==> config.mk <==
export PLATFORM = sky130hd
export DESIGN_NAME = countdown_timer
export DESIGN_NICKNAME = d
export VERILOG_FILES = /design/src/rtl/countdown_timer.sv
export SDC_FILE = /design/constraint.sdc
export NUM_CORES = 1
export LEC_CHECK = 0
export CORE_UTILIZATION = 49
export DETAILED_ROUTE_END_ITERATION = 12
export GPL_TIMING_DRIVEN = 0
export PLACE_DENSITY = 0.77
export SYNTH_ARGS = -nofsm -noshare
export SYNTH_HDL_FRONTEND = slang
export SYNTH_SLANG_ARGS = --single-unit
==> constraint.sdc <==
create_clock -name clk -period 2.4 [get_ports clk]
set_input_delay 0.6 -clock clk [delete_from_list [all_inputs] [get_ports clk]]
set_output_delay 0.6 -clock clk [all_outputs]
set_load 0.05 [all_outputs]
==> src/rtl/countdown_timer.sv <==
// countdown_timer: loadable N-bit down-counter with one-shot / auto-reload modes.
// Loads a start value, counts down to zero on enabled cycles and pulses
// min_tick on the terminal count. In auto-reload mode it restarts from the
// captured reload value; in one-shot mode it parks in DONE.
// Optional feature macro: COUNTDOWN_PRESCALE_EN (adds a PRESCALE-cycle prescaler
// so that only every PRESCALE-th enabled cycle is a count step).
module countdown_timer #(
   parameter int N        = 8,
   parameter int PRESCALE = 4
) (
   input  logic         clk,
   input  logic         reset,
   input  logic         clr,
   input  logic         load,
   input  logic [N-1:0] load_val,
   input  logic         auto_reload,
   input  logic         en,
   output logic [N-1:0] q,
   output logic         min_tick,
   output logic         busy,
   output logic         done
);

   typedef enum logic [1:0] {
      IDLE = 2'd0,
      RUN  = 2'd1,
      DONE = 2'd2
   } state_t;

   state_t         state_q, state_d;
   logic [N-1:0]   count_q, count_d;
   logic [N-1:0]   reload_q, reload_d;
   logic           mode_q, mode_d;
   logic           step;

`ifdef COUNTDOWN_PRESCALE_EN
   localparam int            PW      = $clog2(PRESCALE);
   localparam logic [PW-1:0] PS_LAST = PW'(PRESCALE - 1);

   logic [PW-1:0] ps_q, ps_d;

   // A count step happens only on the enabled cycle that completes a prescale period.
   assign step = en && (ps_q == PS_LAST);

   // Prescaler advances on enabled RUN cycles and restarts on clr/load.
   always_comb begin
      ps_d = ps_q;
      if (clr || load) begin
         ps_d = '0;
      end else if (state_q == RUN && en) begin
         ps_d = (ps_q == PS_LAST) ? '0 : ps_q + 1'b1;
      end
   end

   // Prescaler register.
   always_ff @(posedge clk or negedge reset) begin
      if (!reset) begin
         ps_q <= '0;
      end else begin
         ps_q <= ps_d;
      end
   end
`else
   // Without the prescaler every enabled cycle is a count step.
   assign step = en;
`endif

   // Next-state and next-count logic; priority is clr, then load, then counting.
   always_comb begin
      state_d  = state_q;
      count_d  = count_q;
      reload_d = reload_q;
      mode_d   = mode_q;
      if (clr) begin
         state_d = IDLE;
         count_d = '0;
      end else if (load) begin
         state_d  = RUN;
         count_d  = load_val;
         reload_d = load_val;
         mode_d   = auto_reload;
      end else if (state_q == RUN && step) begin
         if (count_q != '0) begin
            count_d = count_q - 1'b1;
         end else if (mode_q) begin
            count_d = reload_q;
         end else begin
            state_d = DONE;
         end
      end
   end

   // State, count, reload and mode registers; reset abandons any run at once.
   always_ff @(posedge clk or negedge reset) begin
      if (!reset) begin
         state_q  <= IDLE;
         count_q  <= '0;
         reload_q <= '0;
         mode_q   <= 1'b0;
      end else begin
         state_q  <= state_d;
         count_q  <= count_d;
         reload_q <= reload_d;
         mode_q   <= mode_d;
      end
   end

   // Terminal count: a step taken at zero while running. Suppressed when the
   // same cycle is overridden by clr or load, so a restart never emits a tick.
   always_comb begin
      min_tick = (state_q == RUN) && step && (count_q == '0) && !clr && !load;
   end

   assign q    = count_q;
   assign busy = (state_q == RUN);
   assign done = (state_q == DONE);

endmodule

* Word-level counts from Yosys, hierarchy flattened
Index checks and enable logic that the tools add are counted.
** Cells by class
- Add/subtract/negate cells :: 1
- Equal/unequal tests :: 4
- Multiplexer cells :: 10
- Bitwise logic cells :: 1
- Reductions and logical operators :: 13
** Operators by type and width (number)
- $mux W8 :: 5
- $mux W2 :: 5
- $logic_not A8 Y1 :: 1
- $reduce_bool A8 Y1 :: 1
- $sub A8 B1 Y8 const B :: 1
- $ne A3 B3 Y1 const B :: 2
- $logic_and A1 B1 Y1 :: 4
- $reduce_and A2 Y1 :: 2
- $reduce_bool A4 Y1 :: 1
- $reduce_and A3 Y1 :: 1
- $reduce_bool A3 Y1 :: 1
- $eq A2 B1 Y1 const B :: 1
- $eq A2 B2 Y1 const B :: 1
- $logic_not A1 Y1 :: 2
- $not A1 Y1 :: 1
** Word-level totals
- Register bits after elaboration :: 19

* Logic depth before layout (Yosys ltp)
- Word-level depth :: 5
- Mapped depth :: 7
- Gate-level depth less buffers :: 6

* Worst setup path before layout
No wires, ideal clock.
- Path type :: reg2out
- Start point :: register count_q[0], in the netlist q[0]
- End point :: output min_tick
- Arrival time :: 2.545 ns
- Data required time :: 1.800 ns
- Path slack :: -0.745 ns
- Cell stages (with the launch flop) :: 6
- Path buffers :: 0
- Path through :: dfrtp_1 inv_1 ha_1 nor3b_1 nand2_1 nor3_1
** Between the ends
- Cells in the longest elaborated chain, start to end :: 4
** Ends and longest elaborated chain
- start, declared :: line 31 : logic [N-1:0] count_q, count_d;
- start signal, assigned :: line 102 : count_q <= count_d;
- $logic_not A8 Y1 :: line 111 : min_tick = (state_q == RUN) && step && (count_q == '0) && !clr && !load;
- $logic_and A1 B1 Y1 (3 in a row) :: line 111
- end, declared :: line 19 : output logic min_tick,
No other way between the ends.

* Worst setup path after layout
- Start point :: input load
- End point :: output min_tick
** Between the ends
- Cells in the longest elaborated chain, start to end :: 2
** Ends and longest elaborated chain
- start, declared :: line 14 : input logic load,
- $logic_not A1 Y1 :: line 111
- $logic_and A1 B1 Y1 :: line 111
No other way between the ends.

==> reports/qor.csv <==
metric,value,unit
GRT Residual Overflow,0,
Buffers on Ports,24,
CTS Buf Count,3,
Final Setup Violations,0,
Total GRT Usage,27.0,%
Commonest cells post-synth,"nand2_1, dfrtp_1, o21ai_0",
layout cells sized above 1,15.7,%
status,"complete, no violations",
std cell rows,17,
proportion of synthesized area in mux cells,0,%
Clock Skew,0.00167,ns
Yosys top cell area share,41.6,%
post-synthesis simple-gate area fraction,24.9,%
fin crit share,97.0,%
ys flop type,dfrtp_1,
fin. max-slew vios,0,
Synth area leaders,"dfrtp_1, nand2_1, o21ai_0, nor3_1, a31oi_1",
Multi-input gate area,644,sq um
clock root cell,clkbuf_4,
CTS tree,built,
Syn Area/Cell,8.53,sq um
Hold Fails Final Rpt,0,
Static Leak,0.622,nW
CP max FO,12,
Post-Route Setup TNS,0,ns
fraction of registers with async set/reset,100,%
CTS Hold Bufs,0,
Syn Nets,150,
power density cells,656,nW/um^2
die area,2530,sq um
ant diodes,0,
HPWL Detailed,2.08,mm
reg-to-reg endpoint,state_q[0],
fillers,202,
Synth Instances,134,
Finished Core Util,69.0,%
die height,50.3,microns
post-route ant nets,0,
Worst Tran Pin Value,0.864,ns
Startpoint Class,primary input,
Final Wtd Congestion,0.884,
largest net degree at the start of global routing,20,
Yosys cell types,38,
drt wl/cell,15.3,microns
Compound-Gate Fraction of Synth Area,24.2,%
Synth Area in XOR/XNOR,0.766,%
number of nets in the layout,183,
"Reg clk slew, reported paths",0.11,ns
hold slack,0.492,ns
initial antenna violation count,0,
DRC,0,
Syn Std Cell Area,1140,sq um
CTS H-tree lvls,1,
via count of the first global-routing pass,1122,
crit path from,load,
FMAX,430,MHz
max-cap viol count,0,
Register-to-Register Path Depth,7,
relative slew slack,42.2,%
core area,2210,sq um
Layout area overhead,33.5,%
WL final,2.97,mm
Critical Path AT,1.73,ns
VDD IR max,403,uV
share of the yosys chip area belonging to registers,41.6,%
Sink Count,19,
Final min period,2.33,ns
DIE WIDTH,50.3,microns
crit path capture type,primary output,
Post-synth EDFFs,0,
routed via count,1135,
first-pass GRT wire length,5.09,mm
Critical R2R Launch,q[0],
Yosys warning count,0,
"count leader, synth",nand2_1,
largest area contributor in the netlist,dfrtp_1,
Ports,25,
drt first-iter violations,42,
"FF+latch count, synth",19,
WS Path Type,primary input to primary output,
Worst Path Required,1.80,ns
Clock Latency Late Sink,0.30,ns
largest family of logic cells by synthesized area,simple AND/OR/NAND/NOR gates,
Worst Hold Class,flop to flop,
Max Root-Sink Buffers,2,
post-DR vias/cell,5.85,
register area,478,sq um
Post-Synth Adder-Cell Area,2.19,%
crit path to,min_tick,
Starting Density,51.7,%
Reg2Reg Setup Slack,0.26,ns
Pre-antenna DRT Iters,4,
[metal layers]
metal | vias to the layer above | part of all wire (%) | GRT usage (%)
met1 | 525 | 44 | 35.6
met5 | - | 0 | 0
met2 | 54 | 48 | 43.3
li1 | 549 | - | -
met3 | 7 | 6.5 | 4.24
met4 | 0 | 2.0 | 12.0
[sequential cells by signal (all words and copies together) (netlist names)]
register	flops
mode_q	1
q	8
reload_q	8
state_q	2
[cell type report]
class	count	area share, %
multi-input combinational	99	42.2
sequential	19	31.3
clock buffer	4	1.72
timing repair buffer	29	18.2
tap	28	2.30
buffer	5	1.80
inverter	10	2.46
[worst min-delay path by stage]
stage / startpoint / end / slack, ns / cells past startpoint
global placement: reload_q[2] / reload_q[2] / 0.46 / 2
CTS: reload_q[2] / reload_q[2] / 0.50 / 2
floorplan: reset / mode_q / 0.30 / 0
finish: reload_q[1] / reload_q[1] / 0.49 / 2
detailed placement: reload_q[2] / reload_q[2] / 0.47 / 2
global route: reload_q[2] / reload_q[2] / 0.51 / 2
[worst max-delay path: stages]
cell	delay, ns
clkdlybuf4s50_1	0.46
or2_4	0.35
nor3_4	0.14
buf_6	0.18
[what timing repair did]
action	CTS	global route
pin swaps	0	1
gates resized for setup	11	2
endpoints found under the setup margin	1	1
setup buffers	4	1
[power by group]
part,switching [W],internal [W]
clock network,0.000100,0.0000649
registers,0.0000492,0.000360
logic,0.000244,0.000183
[stage by stage]
step                      setup slack, ns  total power, W  area, sq um  cells
final                              0.0726         0.00100         1530    194
after floorplan                    0.0366        0.000673         1170    134
after global placement             -0.850        0.000792         1450    186
after global routing             -0.00638         0.00106         1530    194
after detailed placement           -0.849        0.000800         1450    186
after CTS                          0.0562        0.000993         1510    193
[placed cells by master, fill, tap and decap left out, types with 2 or more instances in the layout]
| cell type | n |
|---|---|
| inv_1 | 10 |
| dfrtp_1 | 17 |
| nor3b_1 | 2 |
| nor2_1 | 5 |
| dfrtp_2 | 2 |
| o32ai_1 | 3 |
| or4_4 | 2 |
| clkbuf_4 | 3 |
| buf_4 | 5 |
| a31oi_1 | 6 |
| a21oi_1 | 7 |
| clkdlybuf4s50_1 | 22 |
| o21ai_0 | 11 |
| nand2_1 | 24 |
| nor3_1 | 7 |
| nor2b_1 | 2 |
| clkbuf_1 | 4 |
| o41ai_1 | 3 |
| o211ai_1 | 2 |
| nand2b_1 | 2 |
| buf_6 | 2 |
[cell families after synthesis]
kind of cell | count (synthesis)
flip-flops | 19
AO/OA/AOI/OAI | 41
buffers and inverters | 16
adder cells (fa/ha/maj) | 2
XOR/XNOR | 1
AND/OR/NAND/NOR | 55
Note: power is estimated with default switching activity, not from simulation.
